<file path="src/rtl/fp_subtractor_seq.sv">
// Multi-cycle IEEE-754 single-precision subtractor (SUBF).
// Align/add in fixed steps, then iterative one-bit-per-clock normalization.
module fp_subtractor_seq #(
    parameter logic [5:0] SUBF     = 6'b011000,
    parameter int         MAX_NORM = 24
) (
    input  logic        clk,
    input  logic        reset_n,
    input  logic        start,
    input  logic [5:0]  opcode_d1,
    input  logic [31:0] number1,
    input  logic [31:0] number2,
    output logic [31:0] result,
    output logic        busy,
    output logic        done,
    output logic        overflow,
    output logic        underflow
);

    localparam logic [4:0] NORM_LIM = 5'(MAX_NORM);

    typedef enum logic [2:0] {
        S_IDLE,
        S_ALIGN,
        S_ADD,
        S_NORM,
        S_PACK,
        S_DONE
    } state_t;

    state_t state_q, state_d;

    logic               s1_q, s2_q;
    logic signed [9:0]  e1_q, e2_q;
    logic [23:0]        m1_q, m2_q;
    logic               w_sign_q;
    logic signed [9:0]  w_exp_q;
    logic [24:0]        w_mant_q;
    logic [4:0]         norm_cnt_q;

    logic launch;
    logic norm_exit;
    assign launch = start && (opcode_d1 == SUBF);
    assign norm_exit = (w_mant_q == 25'h0) || w_mant_q[24] ||
                       w_mant_q[23] || (norm_cnt_q == NORM_LIM);

    // Magnitude ordering and alignment of the smaller operand
    logic               swap;
    logic               big_s, sml_s;
    logic signed [9:0]  big_e, sml_e, diff;
    logic [23:0]        big_m, sml_m, sml_sh;

    always_comb begin
        swap   = {e2_q[7:0], m2_q} > {e1_q[7:0], m1_q};
        big_s  = swap ? s2_q : s1_q;
        sml_s  = swap ? s1_q : s2_q;
        big_e  = swap ? e2_q : e1_q;
        sml_e  = swap ? e1_q : e2_q;
        big_m  = swap ? m2_q : m1_q;
        sml_m  = swap ? m1_q : m2_q;
        diff   = big_e - sml_e;
        sml_sh = (diff >= 10'sd25) ? 24'h0 : (sml_m >> diff[4:0]);
    end

    always_ff @(posedge clk or negedge reset_n) begin
        if (!reset_n) state_q <= S_IDLE;
        else          state_q <= state_d;
    end

    always_comb begin
        state_d = state_q;
        unique case (state_q)
            S_IDLE:  if (launch) state_d = S_ALIGN;
            S_ALIGN: state_d = S_ADD;
            S_ADD:   state_d = S_NORM;
            S_NORM:  if (norm_exit) state_d = S_PACK;
            S_PACK:  state_d = S_DONE;
            S_DONE:  state_d = S_IDLE;
            default: state_d = S_IDLE;
        endcase
    end

    assign busy = (state_q != S_IDLE);
    assign done = (state_q == S_DONE);

    always_ff @(posedge clk or negedge reset_n) begin
        if (!reset_n) begin
            s1_q       <= 1'b0;
            s2_q       <= 1'b0;
            e1_q       <= '0;
            e2_q       <= '0;
            m1_q       <= '0;
            m2_q       <= '0;
            w_sign_q   <= 1'b0;
            w_exp_q    <= '0;
            w_mant_q   <= '0;
            norm_cnt_q <= '0;
            result     <= '0;
            overflow   <= 1'b0;
            underflow  <= 1'b0;
        end else begin
            unique case (state_q)
                S_IDLE: begin
                    if (launch) begin
                        s1_q       <= number1[31];
                        s2_q       <= ~number2[31];
                        e1_q       <= {2'b00, number1[30:23]};
                        e2_q       <= {2'b00, number2[30:23]};
                        m1_q       <= (number1[30:23] == 8'h0) ? 24'h0
                                      : {1'b1, number1[22:0]};
                        m2_q       <= (number2[30:23] == 8'h0) ? 24'h0
                                      : {1'b1, number2[22:0]};
                        norm_cnt_q <= '0;
                        overflow   <= 1'b0;
                        underflow  <= 1'b0;
                    end
                end
                S_ALIGN: begin
                    s1_q    <= big_s;
                    s2_q    <= sml_s;
                    m1_q    <= big_m;
                    m2_q    <= sml_sh;
                    w_exp_q <= big_e;
                end
                S_ADD: begin
                    w_sign_q <= s1_q;
                    if (s1_q == s2_q)
                        w_mant_q <= {1'b0, m1_q} + {1'b0, m2_q};
                    else
                        w_mant_q <= {1'b0, m1_q} - {1'b0, m2_q};
                end
                S_NORM: begin
                    if (w_mant_q == 25'h0) begin
                        w_sign_q <= 1'b0;
                        w_exp_q  <= '0;
                    end else if (w_mant_q[24]) begin
                        w_mant_q <= w_mant_q >> 1;
                        w_exp_q  <= w_exp_q + 10'sd1;
                    end else if (!w_mant_q[23] && norm_cnt_q != NORM_LIM) begin
                        w_mant_q   <= w_mant_q << 1;
                        w_exp_q    <= w_exp_q - 10'sd1;
                        norm_cnt_q <= norm_cnt_q + 5'd1;
                    end
                end
                S_PACK: begin
                    if (w_exp_q >= 10'sd255) begin
                        result   <= {w_sign_q, 8'hFF, 23'h0};
                        overflow <= 1'b1;
                    end else if (w_exp_q <= 10'sd0 && w_mant_q != 25'h0) begin
                        result    <= 32'h0;
                        underflow <= 1'b1;
                    end else begin
                        result <= {w_sign_q, w_exp_q[7:0], w_mant_q[22:0]};
                    end
                end
                S_DONE: begin
                end
                default: begin
                end
            endcase
        end
    end

endmodule
</file>
<file path="config.mk">
export PLATFORM = sky130hd
export DESIGN_NAME = fp_subtractor_seq
export DESIGN_NICKNAME = d
export VERILOG_FILES = /design/src/rtl/fp_subtractor_seq.sv
export SDC_FILE = /design/constraint.sdc
export NUM_CORES = 1
export LEC_CHECK = 0
export CAP_MARGIN = 25
export CORE_MARGIN = 4
export CORE_UTILIZATION = 40
export CTS_BUF_LIST = sky130_fd_sc_hd__clkbuf_8
export DETAILED_ROUTE_END_ITERATION = 10
export HOLD_SLACK_MARGIN = 0.06
export PLACE_DENSITY = 0.62
export SLEW_MARGIN = 20
export SYNTH_ARGS = -nofsm -noshare
export SYNTH_HDL_FRONTEND = slang
export SYNTH_SLANG_ARGS = --single-unit
</file>
<file path="constraint.sdc">
create_clock -name clk -period 4.42 [get_ports clk]
set_input_delay 0.442 -clock clk [delete_from_list [all_inputs] [get_ports clk]]
set_output_delay 0.442 -clock clk [all_outputs]
set_load 0.05 [all_outputs]
</file>
==> impl_metrics.ini, run 1 <==
[status]
status = finished, final reports clean

[worst_setup_path]
reg2reg_from = m1_q[14]
crit_arrival_ns = 4.65
crit_type = register to register
worstSetupStartpoint = m1_q[14]
path_max_fanout = 8
path_cells = inv_1, ha_1, nand4_1, nor4_2, buf_4, a2111oi_2, buf_4, o2bb2ai_4, mux2i_2, ha_1, inv_1, o221ai_1, o21bai_1, buf_4, a31oi_4, xnor2_1, a311o_1, o31ai_4, buf_4, nand2_4, o21ai_0
cp_slowest_stage_delay_ns = 0.40
cp-start-kind = register
critPathMostFrequentCell = buf_4
cp-end-kind = register
cp_slowest_cell = a311o_1
cp.required_ns = 4.80

[layout]
areaGrowthSynthToFinish_pct = 21.73
layoutNonFillerInstCount = 1734
layout_common_cells = dfrtp_1, nand2_1, a21oi_1
layout_commonest_cell = dfrtp_1
final_nets = 1523
n_antenna_cell = 0
num-fill-cells = 2541
post_route_cells_drive_above_1_share_pct = 12.92

[detailed_routing]
drc_errors = 0
dr.pass1.iters = 5
ant_nets = 0
drt_iter0_markers = 818
via_per_inst = 5.805
vias = 10070
post_drt_wl_per_cell_um = 19.08
routed_wl_um = 33090

[min_path]
hold_start = result[24]
holdCritPathClass = register to register

[logic_synthesis]
synth_ff_type = dfrtp_1
synthMuxAreaShare_pct = 10.33
syn_nets = 1382
synth_top_family_by_area = compound AO/OA/AOI/OAI gates
synthAdderAreaFrac_pct = 8.147
synth_compound_area_share_pct = 23.52
yosysWarnings = 0
synth-edff-count = 0
seq_area_frac_synth_pct = 32.96
synth_xor_area_share_pct = 4.966
synthArstFlopShare_pct = 100.0
avgSynthCellArea_um2 = 8.825
yosys.area_share.simple_pct = 14.92
ys_ff_latch = 144
yosysUniqueCellTypes = 75
synth_cells = 1239
syn_area_um2 = 10930

[die]
coreArea_um2 = 26950
die_y_um = 173.3
start_util_pct = 40.57
die_x_um = 173.3
dieArea_um2 = 30050
row_count = 60
io-pin-count = 109

[sta]
relSlewSlack_pct = 32.10
slew_violations = 0
skew_ns = 0.02376
hold_viol_final = 0
setup_violations = 0
finalSetupTns_ns = 0
min_period_ns = 4.270
period_share_pct = 96.61
tightestPinTransition_ns = 1.015
fmax_ghz = 0.2342

[placed_design]
dp.cells = 1691
port_buffers = 108
dpl.hpwl_um = 24660
gp_congestion = 0.9440

[global_routing]
grt_max_degree = 75
grt_pass1_wl_um = 52050
gr-total-overflow = 0
grt_pass1_vias = 9536
antenna_found_initial = 0
track_usage_pct = 21.25

[clock_network]
cts_buffer_depth = 2
ctsHtreeMaxLevel = 4
tritoncts = built
cts_buffers = 17
path_clk_slew_ns = 0.09
ctsRootBufferMaster = clkbuf_8
clock_latency_ns = 0.48
cts_sinks = 144

[flow_run]
drv_cap = 0

[power_and_ir_drop]
p_per_area_nw_per_um2 = 958.8
irDropWorstVdd_mv = 0.3232
leakage_uw = 0.005850
## cell usage after synthesis (all sizes together) (12+ instances only)
cell type,count,area [um2]
a222oi,12,120.1
nor4,20,140.1
a21oi,121,605.6
dfrtp,144,3603
mux2i,81,810.8
ha,68,850.8
a221oi,23,201.4
buf,15,86.33
xnor2,38,332.8
nor2,65,244.0
xor2,24,210.2
nand3,18,95.09
nand4,13,93.84
a22o,25,219.0
o21ai,103,515.5
nand2,136,518.0
clkbuf,64,241.5
mux4,12,270.3
nor3,14,70.07
inv,63,236.5
and3,28,175.2
## sequential cells by signal (all words and copies together) (netlist names), 3 cells and up
signal      cells
result         32
w_mant_q       25
m1_q           24
m2_q           24
w_exp_q        10
e1_q            8
e2_q            8
norm_cnt_q      5
state_q         3
## cell families after synthesis
| kind of cell | after synthesis |
|---|---|
| compound gates | 386 |
| simple gates | 338 |
| flops | 144 |
| buf+inv | 142 |
| mux | 97 |
| fa+ha+maj | 70 |
| xor+xnor | 62 |
## power by group
| part | switching, uW | internal (uW) |
|---|---|---|
| registers | 555 | 1880 |
| clock network | 580 | 457 |
| logic | 5260 | 4030 |
## final cells by class
class	instances	area, um2	area share, %
clock inverters	14	118.9	0.8930
repair buffers	200	1794	13.48
inverters	63	236.5	1.777
flip-flops and latches	144	3606	27.09
well taps	341	426.7	3.205
multi-input cells	954	6880	51.69
clock buffers	18	247.7	1.861
## repair_timing
item | CTS | global route
gates resized for setup | 0 | 17
endpoints found under the setup margin | 0 | 30
hold buffers | 1 | 0
setup buffers | 0 | 7
hold endpoints to repair | 51 | 0
## per-stage QoR
step                      total power (uW)  hold slack, ns  utilization (%)  setup WS, ns  instance area (um2)
after floorplan                       8904          0.1464                -        0.1090                10930
after global placement               11350          0.4750            47.40        0.2727                12770
after detailed placement             11470          0.4729            47.40        0.1903                12770
after CTS                            12530          0.4934            48.80        0.1474                13150
after global routing                 13820          0.5200            49.39      -0.03004                13310
final                                12760          0.4841            49.39        0.1499                13310
## per-layer routing
metal | GRT usage (%) | up-vias | part of all wire, %
met3 | 3.032 | 33 | 5.2
met5 | 0 | - | 0
met4 | 5.620 | 0 | 1.5
met1 | 31.11 | 4866 | 48
met2 | 33.06 | 303 | 46
li1 | - | 4864 | -
## path summary, 6_finish.rpt
check	end	slack [ns]	cells after the start
setup / recovery	m2_q[17]	0.15	21
hold / removal	result[24]	0.48	2
setup reg to reg	m2_q[17]	0.15	21
hold reg to reg	result[24]	0.48	2
max in group asynchronous	m2_q[1]	2.72	3
min in group asynchronous	w_mant_q[12]	0.57	2
## worst max-delay path: cells and delay by family (launching register included)
family	cells	cell delay, ns
AO/OA/AOI/OAI	8	1.81
buffers and inverters	6	0.86
adder cells (fa/ha/maj)	2	0.53
AND/OR/NAND/NOR	3	0.37
flip-flops	1	0.35
multiplexers	1	0.16
XOR/XNOR	1	0.11
Note: power is estimated with default switching activity, not from simulation.
==> run 2, diff against run 1 <==
--- a/config.mk
+++ b/config.mk
@@ -6,11 +6,10 @@
 export NUM_CORES = 1
 export LEC_CHECK = 0
 export CAP_MARGIN = 25
-export CORE_MARGIN = 4
+export CORE_MARGIN = 5
 export CORE_UTILIZATION = 40
 export CTS_BUF_LIST = sky130_fd_sc_hd__clkbuf_8
 export DETAILED_ROUTE_END_ITERATION = 10
-export HOLD_SLACK_MARGIN = 0.06
 export PLACE_DENSITY = 0.62
 export SLEW_MARGIN = 20
 export SYNTH_ARGS = -nofsm -noshare
==> run 2 against run 1 <==
Against the previous run:
- design area increased by 0.60%
- hold slack got worse by 0.42 ns
- non-clock buffer count decreased by 3
- critical path depth unchanged
- utilization increased by 0.30 points
- die area increased by 2.3%
- routed wire length increased by 1.3%
- worst setup slack improved by 0.0035 ns
- first-iteration DRC count increased by 5.0%
- sequential cell count unchanged
- maximum frequency about the same
- global-route usage decreased by 0.072 points
- critical endpoint is now m2_q[7]
- largest cell class unchanged
==> impl_metrics.ini, run 2 (synthesis gave the netlist of run 1 again) <==
[status]
status = finished, final reports clean

[clock_network]
tritoncts = built
clock_latency_ns = 0.47
cts_hold_buf = 0
ctsRootBufferMaster = clkbuf_8
path_clk_slew_ns = 0.09
cts_buffer_depth = 2
ctsHtreeMaxLevel = 4
cts_buffers = 17
cts_sinks = 144

[detailed_routing]
post_drt_wl_per_cell_um = 19.36
routed_wl_um = 33510
via_per_inst = 5.810
drt_iter0_markers = 859
drc_errors = 0
dr.pass1.iters = 6
vias = 10060
ant_nets = 0

[layout]
post_route_cells_drive_above_1_share_pct = 13.38
multiInputGateArea_um2 = 6938
n_antenna_cell = 0
largest_reg_flops = 32
num-fill-cells = 2583
reg_top3 = result (32), w_mant_q (25)
layoutNonFillerInstCount = 1731
largest-register = result
layout_commonest_cell = dfrtp_1
seq_area_um2 = 3605
areaGrowthSynthToFinish_pct = 22.46
final_nets = 1520
layout_common_cells = dfrtp_1, nand2_1, a21oi_1

[global_routing]
grt_pass1_wl_um = 52760
gr-total-overflow = 0
antenna_found_initial = 0
grt_max_degree = 109
track_usage_pct = 21.17
grt_pass1_vias = 9670

[sta]
slew_violations = 0
period_share_pct = 96.53
relSlewSlack_pct = 32.34
min_period_ns = 4.267
hold_viol_final = 0
skew_ns = 0.02253
fmax_ghz = 0.2344
tightestPinTransition_ns = 1.011
setup_violations = 0

[min_path]
holdCritPathClass = primary input to asynchronous set/reset pin

[placed_design]
dp.cells = 1691
gp_congestion = 0.9358
dpl.hpwl_um = 24880
port_buffers = 108

[die]
io-pin-count = 109
start_util_pct = 40.57
coreArea_um2 = 26950
die_y_um = 175.3
row_count = 60
die_x_um = 175.3
dieArea_um2 = 30740

[worst_setup_path]
cp-end-kind = register
crit_arrival_ns = 4.66
path_max_fanout = 7
worstSetupStartpoint = m1_q[6]
cp-start-kind = register
crit_type = register to register
cp.required_ns = 4.81
reg2reg_from = m1_q[6]

[flow_run]
drv_cap = 0
[run 2: changes by cell type in the layout (fill, tap and decap cells not counted), sizes merged]
| cell | delta |
|---|---|
| inv | +6 |
| clkinvlp | -5 |
| buf | -3 |
| dlygate4sd3 | -1 |
| clkinv | -1 |
| bufinv | +1 |
[run 2: worst paths after layout]
kind	cells after the start	to	slack [ns]
setup reg to reg	21	m2_q[7]	0.15
setup / recovery	21	m2_q[7]	0.15
max in group asynchronous	2	m1_q[20]	3.26
hold / removal	1	result[11]	0.07
min in group clk	2	result[31]	0.49
hold reg to reg	2	result[31]	0.49
[run 2: final cells by class]
cell class / instances / area share (%)
clock buffers: 17 / 1.747
clock inverters: 15 / 1.271
inverters: 63 / 1.766
multi-input cells: 954 / 51.81
well taps: 341 / 3.186
repair buffers: 197 / 13.30
flip-flops and latches: 144 / 26.92
[run 2: repair_timing]
item | CTS | global route
resized for setup | 0 | 29
setup buffers | 0 | 6
endpoints found under the setup margin | 0 | 29
[run 2: metal layers]
layer  vias to the layer above  global-route usage [%]  routed length [um]
met3                        39                   2.970                1813
met2                       343                   33.63               15380
met1                      4835                   30.97               15850
li1                       4840                       -                   -
met4                         0                   4.386                 473
met5                         -                       0                   0
[run 2: through the flow]
stage               cell area, um2  setup TNS, ns  util [%]  hold slack [ns]  setup slack (ns)
floorplan                    10930              0         -           0.1464            0.1090
global placement             12790              0     47.45           0.4723            0.2163
detailed placement           12790              0     47.46           0.4745            0.1608
CTS                          13190              0     48.96           0.1572            0.1056
global route                 13390       -0.05064     49.68           0.1582          -0.02581
finish                       13390              0     49.68          0.06720            0.1534
[run 2: critical path, stage by stage, from the launching register on]
cell	delay, ns
dfrtp_1	0.41
inv_1	0.08
ha_1	0.28
nand3_1	0.10
or2_1	0.25
a311oi_2	0.35
a2111oi_4	0.05
buf_4	0.19
o2bb2ai_4	0.14
mux2i_2	0.29
ha_1	0.18
inv_1	0.04
o221ai_1	0.05
o21bai_2	0.18
buf_4	0.18
a311oi_2	0.11
a2bb2oi_1	0.17
a311o_1	0.36
o31ai_4	0.29
buf_6	0.16
buf_4	0.16
a221o_1	0.17
Power of run 2 is left out: the tool's default activity adds up to more than one toggle a clock period on the data nets, which glitch-free logic cannot reach.
==> run 3, diff against run 2 <==
--- a/config.mk
+++ b/config.mk
@@ -10,7 +10,8 @@
 export CORE_UTILIZATION = 40
 export CTS_BUF_LIST = sky130_fd_sc_hd__clkbuf_8
 export DETAILED_ROUTE_END_ITERATION = 10
-export PLACE_DENSITY = 0.62
+export GPL_ROUTABILITY_DRIVEN = 1
+export PLACE_DENSITY = 0.64
 export SLEW_MARGIN = 20
 export SYNTH_ARGS = -nofsm -noshare
 export SYNTH_HDL_FRONTEND = slang
==> run 3 against run 2 <==
Against the previous run:
- maximum frequency down 0.67%
- count of clock-buffer cells in the layout is the same
- utilization shrank 0.39 points
- die area unchanged
- sequential share of layout area rose by 0.23 points
- clock skew fell by 0.0034 ns
- largest cell class unchanged
- highest routed layer unchanged
==> impl_metrics.ini, run 3 (synthesis gave the netlist of run 1 again) <==
[worst_setup_path]
crit_buf_inv = 4
crit_type = register to register
cp_slowest_stage_delay_ns = 0.43
path_max_fanout = 7
cp.required_ns = 4.82
cp_slowest_cell = dfrtp_1
crit_arrival_ns = 4.69
cp-start-kind = register
cp_top_family = simple AND/OR/NAND/NOR gates
path_depth = 19
reg2reg_depth = 19
path_cells = inv_1, ha_1, nand4_1, nor4_4, nand3_2, nand2_1, o2bb2ai_4, mux2i_2, ha_1, inv_1, o221ai_1, o21bai_4, xor2_2, or2_2, a311o_1, o31ai_4, buf_4, buf_4, a221o_1
cp-end-kind = register

[clock_network]
cts_sinks = 144
ctsRootBufferMaster = clkbuf_8
tritoncts = built
ctsHtreeMaxLevel = 4
clock_latency_ns = 0.46
cts_buffers = 17
path_clk_slew_ns = 0.09
cts_buffer_depth = 2

[sta]
tightestPinTransition_ns = 0.9410
fmax_ghz = 0.2328
period_share_pct = 97.18
min_period_ns = 4.296
fin_ws_ns = 0.1244
skew_ns = 0.01909
fin_hold_ws_ns = 0.01963
rsz0062_at_grt = yes
relSlewSlack_pct = 37.04
hold_viol_final = 0
slew_violations = 0
setup_violations = 0

[placed_design]
dpl-instance-area_um2 = 12750
port_buffers = 108
dpl.hpwl_um = 24760
dp_slack_ns = 0.1779
gp_congestion = 0.9641

[detailed_routing]
via_per_inst = 5.745
drt_iter0_markers = 667
ant_nets = 0
drc_errors = 0
dr.pass1.iters = 5
routed_wl_um = 32440
vias = 9898
post_drt_wl_per_cell_um = 18.83

[layout]
largest_reg_flops = 32
reg_top3 = result (32), w_mant_q (25)
layout_commonest_cell = dfrtp_1
n_antenna_cell = 0
finalInstanceArea_um2 = 13280
largest-register = result
areaGrowthSynthToFinish_pct = 21.49
layout_common_cells = dfrtp_1, nand2_1, a21oi_1
final_nets = 1514
post_route_cells_drive_above_1_share_pct = 12.37

[power_and_ir_drop]
power_uw = 12780
irDropWorstVdd_mv = 0.3218
p_per_area_nw_per_um2 = 962.1
leakage_uw = 0.005833

[die]
die_y_um = 175.3
die_x_um = 175.3
row_count = 60
coreArea_um2 = 26950
start_util_pct = 40.57
io-pin-count = 109
dieArea_um2 = 30740

[min_path]
holdCritPathClass = primary input to asynchronous set/reset pin

[flow_run]
drv_cap = 0

[status]
status = finished, final reports clean

[global_routing]
grt_pass1_wl_um = 51430
track_usage_pct = 20.68
grt_pass1_vias = 9449
gr-total-overflow = 0
antenna_found_initial = 0
grt_max_degree = 83
[run 3: power breakdown]
group / switching (uW) / internal (uW) / leakage [uW] / total, uW
clock network: 559 / 613 / 0.000210 / 1170
registers: 563 / 1880 / 0.00170 / 2440
logic: 5210 / 3950 / 0.00392 / 9170
total: 6340 / 6440 / 0.00583 / 12800
[run 3: what timing repair did]
action / in CTS / in global routing
gates resized for setup: 0 / 17
endpoints found under the setup margin: 0 / 28
buffers inserted: 0 / 5
hold buffers: 0 / 0
[run 3: path summary, 6_finish.rpt]
check / from / to / slack, ns
hold reg to reg: result[25] / result[25] / 0.48
setup / recovery: m1_q[18] / m2_q[4] / 0.12
min in group clk: result[25] / result[25] / 0.48
setup reg to reg: m1_q[18] / m2_q[4] / 0.12
max in group asynchronous: reset_n / m1_q[16] / 3.38
hold / removal: reset_n / result[16] / 0.02
[run 3: final cells by class]
cell class / instances / area, um2
Clock buffer: 17 / 234.0
Clock inverter: 13 / 187.7
Fill cell: 2549 / 13670
Inverter: 63 / 236.5
Multi-Input combinational cell: 953 / 6864
Sequential cell: 144 / 3607
Tap cell: 341 / 426.7
Timing Repair Buffer: 192 / 1728
[run 3: stage by stage]
step | cells | utilization, % | TNS, ns
final | 1723 | 49.29 | 0
after global placement | 1688 | 47.30 | 0
after CTS | 1718 | 48.87 | 0
after global routing | 1723 | 49.29 | -0.2413
after floorplan | 1239 | - | 0
after detailed placement | 1688 | 47.30 | 0
[run 3: metal layers]
layer / global-route usage, % / wire (um) / up-vias
met5: 0 / 0 / -
met4: 5.434 / 548 / 0
met3: 3.035 / 1738 / 37
met2: 31.87 / 14670 / 300
met1: 30.49 / 15490 / 4744
li1: - / - / 4817
==> edit 1 (flow settings as in run 1) <==
Reset style: synchronous (`reset_n`), changed in 2 clocked blocks.
--- a/src/rtl/fp_subtractor_seq.sv
+++ b/src/rtl/fp_subtractor_seq.sv
@@ -64,3 +64,3 @@
 
-    always_ff @(posedge clk or negedge reset_n) begin
+    always_ff @(posedge clk) begin
         if (!reset_n) state_q <= S_IDLE;
@@ -85,3 +85,3 @@
 
-    always_ff @(posedge clk or negedge reset_n) begin
+    always_ff @(posedge clk) begin
         if (!reset_n) begin
Function: differs if reset_n is asserted again (counterexample within 4 cycles, from zero or initial values and one cycle with reset_n low); with reset_n held inactive, the same outputs for 4 cycles.
==> edit 1 against run 1 <==
The run now ends with setup timing left; design area grew 6.3%; worst hold slack got worse by 18 ps; area after synthesis grew 1.0%; worst setup slack got worse by 230 ps; power fell by 27%; clock skew up 1.9 ps; sequential cell count did not move; cell count rose by 12%; sequential power fell by 33%; wire length is 16% higher; critical path type unchanged.
==> edit 1: results (changes against run 1) <==
| Parameter | Reported | Unit | Change |
|---|---|---|---|
| Status | finished with violations | - |  |
| Failing checks | setup timing | - |  |
| Start of the worst register-to-register path | m1_q[14] | - |  |
| Setup WS pre-CTS | -226.7 | ps | -417.0 ps |
| Total setup buffers inserted after CTS | 6 | - | +6 |
| Quantity of gates resized following cts | 33 | - | +33 |
| Number of buffers inserted for hold repair after clock tree synthesis | 0 | - | -1 |
| Kind of cell adding the most delay to the critical path | simple AND/OR/NAND/NOR gates | - |  |
| Switching share of power | 47.55 | % | -2.5 points |
| Half-perimeter wire length after detailed placement | 28.72 | mm | +16% |
| FF-to-FF path depth | 22 | - | +4.8% |
| Post-synth ARST share | 0 | % | -100 points |
| GR Util met1 | 31.82 | % | +0.71 points |
| Final routed wire length divided by cell count | 19.71 | um | +3.3% |
| Sequential share of cell area | 20.44 | % | -6.6 points |
| Critical-path cell with the highest stage delay | sky130_fd_sc_hd__or4_4 | - |  |
| Global placer's final weighted congestion | 0.9570 | - | +1.4% |
| Endpoint of the worst-slack reg-to-reg timing path | m2_q[0] | - |  |
| Leakage dissipation | 0.005710 | uW | -2.4% |
| Final net count | 1735 | - | +14% |
| Final setup violation count | 18 | - | +18 |
| Flip-flop and latch power | 1630 | uW | -33% |
| Cell count after synthesis | 1404 | - | +13% |
| Synth Net Count | 1547 | - | +12% |
| Minimum setup slack in the final design | -78.40 | ps | -228.3 ps |
| Sequential cell fraction of total power | 17.5 | % | -1.6 points |
| Proportion of layout cells with a drive suffix above 1 | 18.94 | % | +6.0 points |
| Worst clock skew | 25.64 | ps | +1.880 ps |
| Combinational group share of total power | 71.0 | % | -1.8 points |
| Global-route wire length before repair | 60.58 | mm | +16% |
| Synth top area cells | sky130_fd_sc_hd__dfxtp_1, sky130_fd_sc_hd__ha_1, sky130_fd_sc_hd__a21oi_1 | - |  |
| Vias after detailed routing | 11620 | - | +15% |
| Count of buffers not belonging to the clock network in the layout | 263 | - | +32% |
| Final hold slack | 466.1 | ps | -17.95 ps |
| Arrival @ worst endpoint | 4850 | ps | +200 ps |
| Met3 Usage GRT | 4.741 | % | +1.7 points |
| Largest fanout of any net on the critical path | 9 | - | +1 |
| Endpoint of the worst hold path | result[31] | - |  |
| Placed instance area | 0.01340 | mm2 | +4.9% |
| Met3 Routed Length | 2.367 | mm | +39% |
| Clk cell area share | 2.723 | % | -0.031 points |
| Placed cells | 1904 | - | +13% |
| Clock Pin Slew Worst Setup and Hold Paths | 110 | ps | +20 ps |
| Nonclk inv count | 54 | - | -14% |
| Met1 Wirelength | 16.57 | mm | +5.3% |
| Sum of met2 wire segment lengths after detailed routing | 18.21 | mm | +20% |
| Initial drt markers | 918 | - | +12% |
| Highest cell delay on the worst timing path | 620 | ps | +220 ps |
| Aggregate routed wire length | 38.35 | mm | +16% |
## edit 1: changes by cell type after synthesis, sizes merged, moves of 31 or more
cell	delta
dfxtp	+144
dfrtp	-144
a211oi	+33
a21oi	+44
o211ai	+31
a22oi	+53
mux2i	-43
nor2	+81
## edit 1: worst max path at each step
stage             start  endpoint  cells past startpoint
2_1_floorplan  m1_q[14]   m2_q[6]                     19
3_3_place_gp   m1_q[14]   m2_q[1]                     20
3_5_place_dp   m1_q[11]   m2_q[1]                     20
4_1_cts        m1_q[11]   m2_q[1]                     21
5_1_grt        m1_q[14]   m2_q[1]                     17
6_report       m1_q[14]   m2_q[0]                     22
## edit 1: logic make-up after synthesis
logic type | synth area share, %
flip-flops | 26.10
XOR/XNOR | 4.282
AO/OA/AOI/OAI | 27.95
adder cells (fa/ha/maj) | 8.066
buffers and inverters | 5.596
AND/OR/NAND/NOR | 17.73
multiplexers | 10.28
==> edit 2 (flow settings as in run 1) <==
Made on the original files. Set the parameter `SUBF` to 6'b010000 (it was 6'b011000).
--- a/src/rtl/fp_subtractor_seq.sv
+++ b/src/rtl/fp_subtractor_seq.sv
@@ -3,3 +3,3 @@
 module fp_subtractor_seq #(
-    parameter logic [5:0] SUBF     = 6'b011000,
+    parameter logic [5:0] SUBF     = 6'b010000,
     parameter int         MAX_NORM = 24
Formal check against the unedited RTL: not equivalent (Yosys sat finds a counterexample within 4 cycles, from zero or initial values and one cycle with reset_n low).
==> edit 2 against run 1 <==
Wire length down 0.14%; sequential cell count did not move; area after synthesis increased by 0.77%; global-route usage about the same; worst setup slack gained 61 ps; design area is essentially flat; count of clock-buffer cells in the layout unchanged.
Power is not shown: default switching activity piles up to over one toggle a cycle in this logic, so the estimate is an artifact.
==> edit 2: results (changes against run 1) <==
| Parameter | Reported | Unit | Change |
|---|---|---|---|
| Half-perimeter wire length after detailed placement | 24.90 | mm | +0.95% |
| First-pass detailed-route iteration total | 5 | - | unchanged |
| Port Buffers | 108 | - | unchanged |
| Number of unique standard cell types used by synthesis | 81 | - | +8.0% |
| Met3 Usage GRT | 2.980 | % | -0.052 points |
| Initial standard-cell utilization of the core | 40.77 | % | +0.20 points |
| Vias after detailed routing | 9995 | - | -0.71% |
| Final net count | 1539 | - | +1.1% |
| Status | finished clean | - |  |
| Commonest cells post-synth | sky130_fd_sc_hd__dfrtp_1, sky130_fd_sc_hd__nand2_1, sky130_fd_sc_hd__a21oi_1 | - |  |
| Cell count after synthesis | 1263 | - | +1.9% |
| Critical-path cell with the highest stage delay | sky130_fd_sc_hd__dfrtp_1 | - |  |
| Aggregate routed wire length | 33.05 | mm | -0.14% |
| Number of H-tree levels | 4 | - | unchanged |
| Worst min-delay path category | input pin to async pin | - |  |
| Clock Pin Slew Worst Setup and Hold Paths | 100 | ps |  |
| Highest cell delay on the worst timing path | 400 | ps | about the same |
| Number of buffers inserted for hold repair after clock tree synthesis | 0 | - | -1 |
| Arrival @ worst endpoint | 4550 | ps | -100 ps |
| Synth Net Count | 1406 | - | +1.7% |
| Placed cells | 1713 | - | +1.3% |
| Proportion of layout cells with a drive suffix above 1 | 11.65 | % | -1.3 points |
| Clock latency reported for the late side of the worst-skew pair | 460 | ps | -20 ps |
| Global-route wire length before repair | 51.98 | mm | -0.15% |
| Num CTS Buffers | 17 | - | unchanged |
| Worst clock skew | 16.34 | ps | -7.422 ps |
| Max Cap Violations | 0 | - | unchanged |
| Largest fanout of any net on the critical path | 6 | - | -2 |
| Number of antenna violations at the first check in global routing | 0 | - | unchanged |
| Register area share after synthesis | 32.70 | % | -0.25 points |
| Largest registers | result (32), w_mant_q (25) | - |  |
| Final routed wire length divided by cell count | 18.89 | um | -1.0% |
| Maximum number of pins on one net before global-route repair | 85 | - | +13% |
| Initial drt markers | 808 | - | -1.2% |
| GR Util met1 | 30.69 | % | -0.42 points |
| Synth top area cells | sky130_fd_sc_hd__dfrtp_1, sky130_fd_sc_hd__ha_1, sky130_fd_sc_hd__mux2i_1 | - |  |
| Clock Path Buffers | 2 | - | unchanged |
| Ys flop type | sky130_fd_sc_hd__dfrtp_1 | - |  |
| Vias in the first global route | 9516 | - | -0.21% |
| Headroom to the max-slew limit | 30.97 | % | -1.1 points |
| Number of synthesis warnings | 0 | - | unchanged |
| Global placer's final weighted congestion | 0.9058 | - | -4.0% |
| N_diodes | 0 | - | unchanged |
| Kind of cell adding the most delay to the critical path | compound AO/OA/AOI/OAI gates | - |  |
| Post-synth ARST share | 100.0 | % | unchanged |
| GRT Resource Usage Total | 21.21 | % | -0.039 points |
| Met2 capacity usage during global routing | 33.75 | % | +0.68 points |
| Root Buffer Master | sky130_fd_sc_hd__clkbuf_8 | - |  |
edit 2: repair_timing:
action,in CTS,in global routing
buffers inserted,0,5
endpoints found under the setup margin,0,27
gates resized for setup,0,12
edit 2: cells by family after synthesis:
logic type | share of synthesized area, %
xor+xnor | 5.099
compound gates | 23.22
buf+inv | 5.269
flops | 32.71
simple gates | 15.68
fa+ha+maj | 8.085
mux | 9.936
edit 2: final cells by class:
cell class	instances	area (um2)
clock buffer	18	247.7
sequential	144	3605
clock inverter	13	161.4
timing repair buffer	192	1740
tap	341	426.7
multi-input combinational	977	6897
inverter	64	240.2
fill	2599	13710
edit 2: routing by layer:
| metal | part of all wire [%] | routed length, um |
|---|---|---|
| met5 | 0 | 0 |
| met2 | 46 | 15140 |
| met1 | 48 | 15820 |
| met4 | 1.6 | 539 |
| met3 | 4.7 | 1549 |
edit 2: through the flow:
| step | area (um2) | hold slack, ps | setup WS [ps] |
|---|---|---|---|
| finish | 13320 | 24.66 | 210.6 |
| global route | 13320 | 80.52 | -19.03 |
| CTS | 13220 | 64.06 | 102.0 |
| detailed placement | 12810 | 475.4 | 115.9 |
| global placement | 12810 | 466.5 | 285.5 |
| floorplan | 11020 | 146.4 | 202.1 |
edit 2: path summary, 6_finish.rpt:
check | slack (ps) | start | cells past startpoint | end
hold reg to reg | 490 | result[23] | 2 | result[23]
hold / removal | 20 | reset_n | 1 | result[11]
max in group asynchronous | 3380 | reset_n | 2 | m2_q[2]
setup / recovery | 210 | e1_q[1] | 19 | m2_q[7]
min in group clk | 490 | result[23] | 2 | result[23]
setup reg to reg | 210 | e1_q[1] | 19 | m2_q[7]
